==> src/rtl/uart_prog_loader_pkg.sv <==
// Shared definitions for the UART program loader: loader states and
// checksum width.
package prog_loader_pkg;

    localparam int CHECKSUM_WIDTH = 8;

    typedef enum logic [2:0] {
        S_WAIT_COUNT = 3'd0,
        S_WAIT_BYTE  = 3'd1,
        S_WRITE      = 3'd2,
        S_WAIT_CSUM  = 3'd3,
        S_DONE       = 3'd4,
        S_ERROR      = 3'd5
    } state_e;

endpackage

==> src/rtl/uart_prog_loader_if.sv <==
// Program-memory write port: request, address, data and ready handshake.
interface uart_prog_loader_if #(
    parameter int DATA_WIDTH = 32,
    parameter int ADDR_WIDTH = 10
);
    logic                  mem_we;
    logic [ADDR_WIDTH-1:0] mem_addr;
    logic [DATA_WIDTH-1:0] mem_wdata;
    logic                  mem_ready;

    modport master (output mem_we, output mem_addr, output mem_wdata, input mem_ready);
    modport slave  (input mem_we, input mem_addr, input mem_wdata, output mem_ready);
endinterface

==> src/rtl/uart_prog_loader_byte_packer.sv <==
// Packs a stream of bytes into a word; slot order selected by BIG_ENDIAN.
// The word register only changes on accepted bytes, so it stays stable
// while the loader waits on the memory.
module byte_packer #(
    parameter int DATA_WIDTH = 32,
    parameter int BYTE_WIDTH = 8,
    parameter int BIG_ENDIAN = 0
) (
    input  logic                  clk,
    input  logic                  rst,
    input  logic                  clr,
    input  logic                  in_valid,
    input  logic [BYTE_WIDTH-1:0] in_byte,
    output logic [DATA_WIDTH-1:0] word,
    output logic                  last
);
    localparam int NB    = DATA_WIDTH / BYTE_WIDTH;
    localparam int IDX_W = (NB > 1) ? $clog2(NB) : 1;

    logic [IDX_W-1:0] idx;
    int               slot;

    // Byte slot for the current index, mirrored for big-endian words
    always_comb begin
        slot = (BIG_ENDIAN != 0) ? (NB - 1 - int'(idx)) : int'(idx);
        last = (idx == IDX_W'(NB - 1));
    end

    // Drop the byte into its slot and advance the index, wrapping per word
    always_ff @(posedge clk) begin
        if (rst) begin
            idx  <= '0;
            word <= '0;
        end else if (clr) begin
            idx <= '0;
        end else if (in_valid) begin
            word[slot*BYTE_WIDTH +: BYTE_WIDTH] <= in_byte;
            idx <= last ? '0 : idx + 1'b1;
        end
    end
endmodule

==> src/rtl/uart_prog_loader.sv <==
// UART program loader: header word count, payload packed into words and
// written to program memory, trailing checksum byte, inter-byte timeout.
//
// state        | meaning
// WAIT_COUNT   | collecting the little-endian word-count header
// WAIT_BYTE    | assembling payload bytes into the next word
// WRITE        | write request held until mem_ready
// WAIT_CSUM    | waiting for the checksum byte
// DONE         | program loaded, prog_rdy high
// ERROR        | checksum, timeout or overrun fault, waiting for start
module uart_prog_loader
    import prog_loader_pkg::*;
#(
    parameter int DATA_WIDTH     = 32,
    parameter int BYTE_WIDTH     = 8,
    parameter int ADDR_WIDTH     = 10,
    parameter int COUNT_BYTES    = 2,
    parameter int BIG_ENDIAN     = 0,
    parameter int ADDR_STEP      = 4,
    parameter int TIMEOUT_CYCLES = 100000
) (
    input  logic                     clk,
    input  logic                     rst,
    input  logic                     rx_valid,
    input  logic [BYTE_WIDTH-1:0]    rx_data,
    input  logic                     start,
    uart_prog_loader_if.master       mem,
    output logic                     prog_rdy,
    output logic                     err_checksum,
    output logic                     err_timeout,
    output logic                     err_overrun,
    output logic [8*COUNT_BYTES-1:0] n_instructions,
    output logic [2:0]               state
);
    localparam int CNT_W  = 8 * COUNT_BYTES;
    localparam int CIDX_W = (COUNT_BYTES > 1) ? $clog2(COUNT_BYTES) : 1;
    localparam int TMR_W  = (TIMEOUT_CYCLES > 1) ? $clog2(TIMEOUT_CYCLES + 1) : 1;
    localparam logic [TMR_W-1:0] TMR_LAST = (TIMEOUT_CYCLES > 0) ? TMR_W'(TIMEOUT_CYCLES - 1) : '0;

    state_e                    state_q;
    logic [CIDX_W-1:0]         cnt_idx;
    logic [CNT_W-1:0]          n_instr, n_next, word_cnt;
    logic [ADDR_WIDTH-1:0]     addr_q;
    logic                      we_q;
    logic [CHECKSUM_WIDTH-1:0] csum_q, csum_next;
    logic                      buf_valid;
    logic [BYTE_WIDTH-1:0]     buf_data;
    logic [TMR_W-1:0]          timer;
    logic                      byte_take, timed, pk_valid, pk_clr, pk_last;
    logic [BYTE_WIDTH-1:0]     byte_val;
    logic [DATA_WIDTH-1:0]     pk_word;

    // Byte source selection: a buffered byte always goes ahead of the live one
    always_comb begin
        byte_take = ((state_q == S_WAIT_COUNT) || (state_q == S_WAIT_BYTE) ||
                     (state_q == S_WAIT_CSUM)) && (buf_valid || rx_valid);
        byte_val  = buf_valid ? buf_data : rx_data;
        csum_next = csum_q + byte_val[CHECKSUM_WIDTH-1:0];
        n_next    = n_instr;
        n_next[8*int'(cnt_idx) +: 8] = byte_val[7:0];
        timed     = (state_q == S_WAIT_BYTE) || (state_q == S_WAIT_CSUM) ||
                    ((state_q == S_WAIT_COUNT) && (cnt_idx != '0));
        pk_valid  = byte_take && (state_q == S_WAIT_BYTE);
        pk_clr    = start && ((state_q == S_DONE) || (state_q == S_ERROR));
    end

    byte_packer #(
        .DATA_WIDTH (DATA_WIDTH),
        .BYTE_WIDTH (BYTE_WIDTH),
        .BIG_ENDIAN (BIG_ENDIAN)
    ) u_packer (
        .clk      (clk),
        .rst      (rst),
        .clr      (pk_clr),
        .in_valid (pk_valid),
        .in_byte  (byte_val),
        .word     (pk_word),
        .last     (pk_last)
    );

    // Sequencer: header, payload, stalled writes, checksum, timeout and re-arm
    always_ff @(posedge clk) begin
        if (rst) begin
            state_q      <= S_WAIT_COUNT;
            cnt_idx      <= '0;
            n_instr      <= '0;
            word_cnt     <= '0;
            addr_q       <= '0;
            we_q         <= 1'b0;
            csum_q       <= '0;
            buf_valid    <= 1'b0;
            buf_data     <= '0;
            timer        <= '0;
            err_checksum <= 1'b0;
            err_timeout  <= 1'b0;
            err_overrun  <= 1'b0;
        end else begin
            if (byte_take) begin
                timer <= '0;
                if (buf_valid && !rx_valid) buf_valid <= 1'b0;
                if (buf_valid && rx_valid)  buf_data  <= rx_data;
            end else if (timed && (TIMEOUT_CYCLES > 0)) begin
                if (timer == TMR_LAST) begin
                    err_timeout <= 1'b1;
                    state_q     <= S_ERROR;
                end else begin
                    timer <= timer + 1'b1;
                end
            end

            case (state_q)
                S_WAIT_COUNT: if (byte_take) begin
                    n_instr <= n_next;
                    csum_q  <= csum_next;
                    if (cnt_idx == CIDX_W'(COUNT_BYTES - 1)) begin
                        cnt_idx <= '0;
                        state_q <= (n_next == '0) ? S_WAIT_CSUM : S_WAIT_BYTE;
                    end else begin
                        cnt_idx <= cnt_idx + 1'b1;
                    end
                end
                S_WAIT_BYTE: if (byte_take) begin
                    csum_q <= csum_next;
                    if (pk_last) begin
                        we_q    <= 1'b1;
                        state_q <= S_WRITE;
                    end
                end
                S_WRITE: begin
                    if (rx_valid && buf_valid) begin
                        err_overrun <= 1'b1;
                        we_q        <= 1'b0;
                        state_q     <= S_ERROR;
                    end else begin
                        if (rx_valid) begin
                            buf_valid <= 1'b1;
                            buf_data  <= rx_data;
                        end
                        if (mem.mem_ready) begin
                            we_q     <= 1'b0;
                            word_cnt <= word_cnt + 1'b1;
                            if (word_cnt + 1'b1 == n_instr) begin
                                state_q <= S_WAIT_CSUM;
                            end else begin
                                addr_q  <= addr_q + ADDR_WIDTH'(ADDR_STEP);
                                state_q <= S_WAIT_BYTE;
                            end
                        end
                    end
                end
                S_WAIT_CSUM: if (byte_take) begin
                    csum_q <= csum_next;
                    if (csum_next == '0) begin
                        state_q <= S_DONE;
                    end else begin
                        err_checksum <= 1'b1;
                        state_q      <= S_ERROR;
                    end
                end
                S_DONE, S_ERROR: if (start) begin
                    state_q      <= S_WAIT_COUNT;
                    cnt_idx      <= '0;
                    word_cnt     <= '0;
                    addr_q       <= '0;
                    csum_q       <= '0;
                    buf_valid    <= 1'b0;
                    buf_data     <= '0;
                    timer        <= '0;
                    err_checksum <= 1'b0;
                    err_timeout  <= 1'b0;
                    err_overrun  <= 1'b0;
                end
                default: state_q <= S_WAIT_COUNT;
            endcase
        end
    end

    assign mem.mem_we      = we_q;
    assign mem.mem_addr    = addr_q;
    assign mem.mem_wdata   = pk_word;
    assign prog_rdy        = (state_q == S_DONE);
    assign n_instructions  = n_instr;
    assign state           = state_q;
endmodule

==> src/flat_wrapper.sv <==
// flat-port wrapper written by rule: the top's interface ports become plain ports
module uart_prog_loader_flat import prog_loader_pkg::*;
#(
    parameter int DATA_WIDTH     = 32,
    parameter int BYTE_WIDTH     = 8,
    parameter int ADDR_WIDTH     = 10,
    parameter int COUNT_BYTES    = 2,
    parameter int BIG_ENDIAN     = 0,
    parameter int ADDR_STEP      = 4,
    parameter int TIMEOUT_CYCLES = 100000
)
  (clk, rst, rx_valid, rx_data, start, prog_rdy, err_checksum, err_timeout, err_overrun, n_instructions, state, mem_mem_we, mem_mem_addr, mem_mem_wdata, mem_mem_ready);
  uart_prog_loader_if #(.DATA_WIDTH(DATA_WIDTH), .ADDR_WIDTH(ADDR_WIDTH)) mem_i ();
  input  logic clk;
  input  logic rst;
  input  logic rx_valid;
  input  logic [BYTE_WIDTH-1:0] rx_data;
  input  logic start;
  output logic prog_rdy;
  output logic err_checksum;
  output logic err_timeout;
  output logic err_overrun;
  output logic [8*COUNT_BYTES-1:0] n_instructions;
  output logic [2:0] state;
  output wire logic [$bits(mem_i.mem_we)-1:0] mem_mem_we;
  output wire logic [$bits(mem_i.mem_addr)-1:0] mem_mem_addr;
  output wire logic [$bits(mem_i.mem_wdata)-1:0] mem_mem_wdata;
  input wire logic [$bits(mem_i.mem_ready)-1:0] mem_mem_ready;
  assign mem_mem_we = mem_i.mem_we;
  assign mem_mem_addr = mem_i.mem_addr;
  assign mem_mem_wdata = mem_i.mem_wdata;
  assign mem_i.mem_ready = mem_mem_ready;
  uart_prog_loader #(.DATA_WIDTH(DATA_WIDTH), .BYTE_WIDTH(BYTE_WIDTH), .ADDR_WIDTH(ADDR_WIDTH), .COUNT_BYTES(COUNT_BYTES), .BIG_ENDIAN(BIG_ENDIAN), .ADDR_STEP(ADDR_STEP), .TIMEOUT_CYCLES(TIMEOUT_CYCLES)) u_core (.clk(clk), .rst(rst), .rx_valid(rx_valid), .rx_data(rx_data), .start(start), .mem(mem_i), .prog_rdy(prog_rdy), .err_checksum(err_checksum), .err_timeout(err_timeout), .err_overrun(err_overrun), .n_instructions(n_instructions), .state(state));
endmodule
==> config.mk <==
export PLATFORM = sky130hd
export DESIGN_NAME = uart_prog_loader_flat
export DESIGN_NICKNAME = d
export VERILOG_FILES = /design/src/rtl/uart_prog_loader_pkg.sv /design/src/rtl/uart_prog_loader_if.sv /design/src/rtl/uart_prog_loader_byte_packer.sv /design/src/rtl/uart_prog_loader.sv /design/src/flat_wrapper.sv
export SDC_FILE = /design/constraint.sdc
export NUM_CORES = 1
export LEC_CHECK = 0
export CAP_MARGIN = 25
export CORE_MARGIN = 1
export CORE_UTILIZATION = 48
export CTS_CLUSTER_DIAMETER = 80
export DETAILED_ROUTE_END_ITERATION = 12
export DONT_BUFFER_PORTS = 1
export RECOVER_POWER = 50
export SYNTH_ARGS = -nofsm -noshare
export SYNTH_HDL_FRONTEND = slang
export SYNTH_SLANG_ARGS = --single-unit
==> constraint.sdc <==
create_clock -name clk -period 10.7 [get_ports clk]
set_input_delay 1.07 -clock clk [delete_from_list [all_inputs] [get_ports clk]]
set_output_delay 1.07 -clock clk [all_outputs]
set_load 0.02 [all_outputs]
---- Word level (Yosys, flattened, before mapping) ----
Cells that the tools add are included.
storage, ports and cells
  input bits .............................. 13
  word-level logic and storage cells ...... 148
  register bits after elaboration ......... 118
  output and inout port bits .............. 66
cells by class
  shifts and indexed selects .............. 4
  mux-type cells .......................... 67
  reduce and logical (&&, ||, !) cells .... 33
  equality and inequality tests ........... 20
  $add $sub $neg .......................... 8
  bitwise gates (word level) .............. 1
operators with widths
  cell                                                    number
  two-way mux 17 bit                                      5
  two-way mux 8 bit                                       8
  two-way mux 16 bit                                      3
  two-way mux 10 bit                                      4
  two-way mux 3 bit                                       11
  negator 4 -> 33 bit                                     1
  negator 5 -> 33 bit                                     1
  variable shift 8 x 33 -> 16 bit (first input constant)  1
  variable shift 8 x 33 -> 32 bit (first input constant)  1
  indexed part select 8 x 33 -> 16 bit                    1
  indexed part select 8 x 33 -> 32 bit                    1
  bitwise mux 32 bit                                      1
  one-hot mux 16 bit (2 select lines)                     1
  one-hot mux 8 bit (2 select lines)                      2
  two-way mux 1 bit                                       21
  one-hot mux 10 bit (2 select lines)                     1
  adder 17 x 1 -> 17 bit (second input constant)          1
  equality test 17 bit (second input constant)            1
  adder 16 x 1 -> 16 bit (second input constant)          1
  bitwise mux 16 bit                                      1
  equality test 16 bit                                    1
  zero test 16 bit                                        1
  one-hot mux 3 bit (5 select lines)                      1
  inequality test 2 bit (second input constant)           6
  other kinds (25)                                        57

---- Depth between registers and ports, before layout ----
  depth in word-level cells ............... 8
  mapped depth ............................ 12
  depth with buffers taken out ............ 11

---- By module ----
From an unflattened synthesis, not the netlist that was laid out.
unflattened totals
  cells, all modules ...................... 713
  area, all modules ....................... 5915.7 um^2
by module, submodules not included
  module            times used  area each (um^2)  seq. area each (um^2)  cells each
  uart_prog_loader  1           4584.4            1641.6                 580
  byte_packer       1           1331.3            680.7                  133

---- Worst setup path after synthesis ----
OpenSTA, ideal clock, no wires.
  kind .................................... input to register
  start ................................... input rx_data[1]
  end ..................................... register u_core.err_checksum
  data required time ...................... 10.561 ns
  stages .................................. 10
  setup time .............................. 0.139 ns
  arrival ................................. 3.341 ns
  slack ................................... 7.221 ns
  buffers on the path ..................... 0
  cell sequence ........................... mux2i_1 -> inv_1 -> ha_1 -> a21o_1 -> a21oi_1 -> o21ai_0 -> a211oi_1 -> or3b_2 -> a2111oi_0 -> o21ai_0
between the ends
  cells in the longest elaborated chain, start to end .. 5
RTL lines
  element                          RTL line                 source
  from (decl)                      flat_wrapper.sv:17       input logic [BYTE_WIDTH-1:0] rx_data;
  two-way mux 8 bit                uart_prog_loader.sv:57   byte_val = buf_valid ? buf_data : rx_data;
  adder 8 bit                      uart_prog_loader.sv:58   csum_next = csum_q + byte_val[CHECKSUM_WIDTH-1:0];
  zero test 8 bit                  uart_prog_loader.sv:153  if (csum_next == '0) begin
  inequality test 2 bit (no line)  --
  AND reduction 4 bit (no line)    --
  to (signal assigned)             uart_prog_loader.sv:94   err_checksum <= 1'b0;
  to (signal assigned)             uart_prog_loader.sv:156  err_checksum <= 1'b1;
  to (signal assigned)             uart_prog_loader.sv:169  err_checksum <= 1'b0;
  to (decl)                        uart_prog_loader.sv:29   output logic err_checksum,
No other way between the ends.
A chain may end at the register's enable or synchronous reset.

---- Worst setup path in the final report ----
  start ................................... register u_core.buf_valid
  end ..................................... register u_core.err_checksum
between the ends
  cells in the longest elaborated chain, start to end .. 5
  elaborated cells on any way between the ends .. 8
  classes of those cells .................. add/sub (1); eq/ne (2); mux (1); reduce/logical (4)
RTL lines
  element                            RTL line                 source
  from (decl)                        uart_prog_loader.sv:46   logic buf_valid;
  from (signal assigned)             uart_prog_loader.sv:91   buf_valid <= 1'b0;
  from (signal assigned)             uart_prog_loader.sv:100  if (buf_valid && !rx_valid) buf_valid <= 1'b0;
  from (signal assigned)             uart_prog_loader.sv:136  buf_valid <= 1'b1;
  two-way mux 8 bit                  uart_prog_loader.sv:57
  adder 8 bit                        uart_prog_loader.sv:58
  zero test 8 bit                    uart_prog_loader.sv:153
  inequality test 2 bit (no line)    --
  AND reduction 4 bit (no line) (*)  --
Mark *: on every way between the ends. The rest lies on a longest branch, timed or not.

==> impl_results.md <==
* Final Setup Violations at 0
* Min-Delay Path Class: flop to flop
* H-tree depth at 4
* Power Density at approximately 160 nW/um^2
* Top-Level Pins at 79
* CTS Buffer Depth at 2
* Via density at just under 6
* IO Port Bufs at 0
* Synth area leaders: dfxtp_1 (38%), nor2_1 (6.5%), a21oi_1 (6.3%)
* Most used DFF post-synth: dfxtp_1
* Routability-driven placement congestion ratio at between 0.8 and 0.9
* Vias in the first global route at about 5200
* Standard-cell row count at 40
* Max-cap viol count at 0
* Outcome: finished clean
* Yosys warnings at 0
* Leakage at about 2.4 nW
* Max_slew headroom at 33.8%
* Final Cell Area at just under 7000 sq um
* Crit-path slowest cell: dfxtp_1
* Pwr Total at between 1 and 1.5 mW
* Antenna diodes at 0
* Area leader, netlist: dfxtp_1
* Netlist cell types at 66
* CTS clk-pin slew, worst paths at 0.05 ns
* Least-Margin Pin Slew at 0.989 ns
* Post-synthesis sequential area ratio at a little under two fifths
* DRC at 0
* Clk root buf: clkbuf_16
* Crit end category: flop
* Hold_buf cts at 0
* Gr ovfl total at 0
* Worst Setup Path Type: flop to flop
* Asr flop ratio synth at 0%
* Fin nets at a little under 800
* Setup_tns at 0 ns
* Antenna violations before repair at 0
* Post-Route WL at roughly 17000 microns
* # Post-CTS Setup Buffers at 0
* Fin crit period at between 4 and 5 ns
* Post-DP HPWL at approximately 11000 microns
* Final period utilization at a little under two fifths
* CP max stage delay at roughly 0.76 ns
* Number of hold violations in the final report at 0
* Yosys reg bits at 116
* Detailed Routing Iterations Pass 1 at 6
* Peak supply drop at between 0.0001 and 0.00015 V
* Largest net degree at the start of global routing at 95
* Core Box Area at 12300 sq um
* Worst-skew pair later-pin latency at a little over 0.4 ns
* Crit-path cells: mux2i_1, inv_1, ha_1, a21o_1, a21oi_1, o21ai_0, a211oi_1, or3b_2, a2111oi_0, o21ai_0
* Placed cell area at ~6200 sq um
* Fmax at ~250 MHz
* Max Transition Viols Final at 0
* Die Y at 115 microns
* Syn Inst Count at 770
* Mapped Avg Cell Area at between 7 and 8 sq um
* EDFF count, synth at 0
* Post-Syn Area at 6150 sq um
* CTS Sinks at between 100 and 150
* Worst setup SP type: flop
* Average wire per standard cell at between 15 and 20 microns
* # fillers at 1134
* Initial Util at between 50 and 60%
* Antenna viol nets, final at 0
* TritonCTS Buffers at 17
* GRT Overall Usage at roughly a quarter
* CP required at around 11 ns
* WP data arrival at approximately 4.3 ns
* Unrepaired setup endpoints after global routing: no
* Post-synth top area share at 37.8%
* Die Area at about 13000 sq um
* Layout cells sized above 1 at 6.44%
* First-pass GRT wire length at 26900 microns
* Clock skew at between 0.008 and 0.009 ns
* Vias at approximately 5500
* Most common cell type on the critical path: o21ai_0
* Die Wd at around 120 microns
* Worst Path Max Fanout at 16
* Area growth from synthesis to layout at 10.3%
* CTS tree: yes
* Post-cts sizing count at 0
* Drt first-iter violations at 510
area by class of cell:
cell class,count,area [sq um],area share [%]
Multi-Input combinational cell,586,3530,52.1
Tap cell,168,210,3.10
Sequential cell,116,2320,34.2
Clock buffer,24,492,7.25
Clock inverter,8,98.8,1.46
Timing Repair Buffer,8,56.3,0.830
Inverter,19,71.3,1.05
stage by stage:
step                      util, %  cells  worst slack [ns]  hold WS (ns)
after detailed placement     50.5    897              6.56         0.461
after global placement       50.5    897              6.73         0.455
after CTS                    55.3    929              6.67         0.469
after global routing         55.3    929              6.31         0.494
after floorplan                 -    771              7.22         0.452
final                        55.3    929              6.69         0.474
kinds of logic (layout without fill, tap and decap cells):
logic type | Yosys count | count (layout) | synth area share [%]
compound gates | 184 | 184 | 19.3
xor+xnor | 38 | 38 | 5.41
fa+ha+maj | 17 | 17 | 3.58
buf+inv | 69 | 59 | 5.01
flops | 116 | 116 | 37.8
mux | 15 | 15 | 2.44
other cells | 1 | 2 | 0.0610
simple gates | 330 | 330 | 26.4
routing by layer:
metal / up-vias / GRT usage [%] / share of wire, %
met2: 146 / 43.0 / 47
met4: 0 / 9.44 / 1.6
met3: 18 / 8.22 / 6.6
li1: 2712 / - / -
met5: - / 0 / 0
met1: 2631 / 32.7 / 44
cells in the final DEF, fill, tap and decap left out, types with 14 or more instances in the layout:
cell / Yosys / final
a21oi_1: 78 / 78
o21ai_0: 22 / 22
nand4_1: 15 / 15
nand2_1: 66 / 66
or3_1: 28 / 28
inv_1: 19 / 19
mux2i_1: 15 / 15
nand3_1: 32 / 32
nor3_1: 23 / 23
nor2_1: 107 / 107
xnor2_1: 24 / 24
dfxtp_1: 116 / 116
ha_1: 16 / 16
a211oi_1: 18 / 18
xor2_1: 14 / 14
clkbuf_16: 0 / 17
worst paths after layout:
kind | startpoint | to | slack, ns | depth (start not counted)
max reg2reg | u_core.buf_valid | u_core.err_checksum | 6.69 | 10
max | u_core.buf_valid | u_core.err_checksum | 6.69 | 10
min reg2reg | u_core.csum_q[5] | u_core.csum_q[5] | 0.47 | 2
min | u_core.csum_q[5] | u_core.csum_q[5] | 0.47 | 2
sequential cells by signal (all words and copies together) (netlist names), 2 cells and up:
| register | count |
|---|---|
| u_core.u_packer.word | 32 |
| u_core.n_instructions | 16 |
| u_core.state | 3 |
| u_core.mem.mem_addr | 8 |
| u_core.u_packer.idx | 2 |
| u_core.csum_q | 8 |
| u_core.buf_data | 8 |
| u_core.word_cnt | 16 |
| u_core.timer | 17 |
power breakdown:
part	total (mW)	internal, mW	switching [mW]
registers	0.461	0.442	0.0193
logic	0.0810	0.0311	0.0500
clock network	0.561	0.366	0.195
total	1.10	0.839	0.264
critical path: cells and delay by family (launching register included):
| family | cells | cell delay [ns] |
|---|---|---|
| buf+inv | 1 | 0.17 |
| mux | 1 | 0.75 |
| simple gates | 1 | 0.52 |
| compound gates | 6 | 1.34 |
| flops | 1 | 0.76 |
| fa+ha+maj | 1 | 0.33 |
cell usage after synthesis (5+ instances only):
cell and number:
nor3_1 23, buf_2 7, clkbuf_1 34, inv_1 19, a311oi_1 7, and3_1 5
nand3_1 32, nor4_1 6, dfxtp_1 116, a22oi_1 7, mux2i_1 15, nor2_1 107
a211oi_1 18, or3_1 28, xor2_1 14, o21ai_0 22, a21oi_1 78, nand2_1 66
ha_1 16, a31oi_1 12, nand4_1 15, and2_1 5, xnor2_1 24, nand3b_1 5
nand2b_1 12, nor2b_1 6
(Power assumes the default switching activity.)
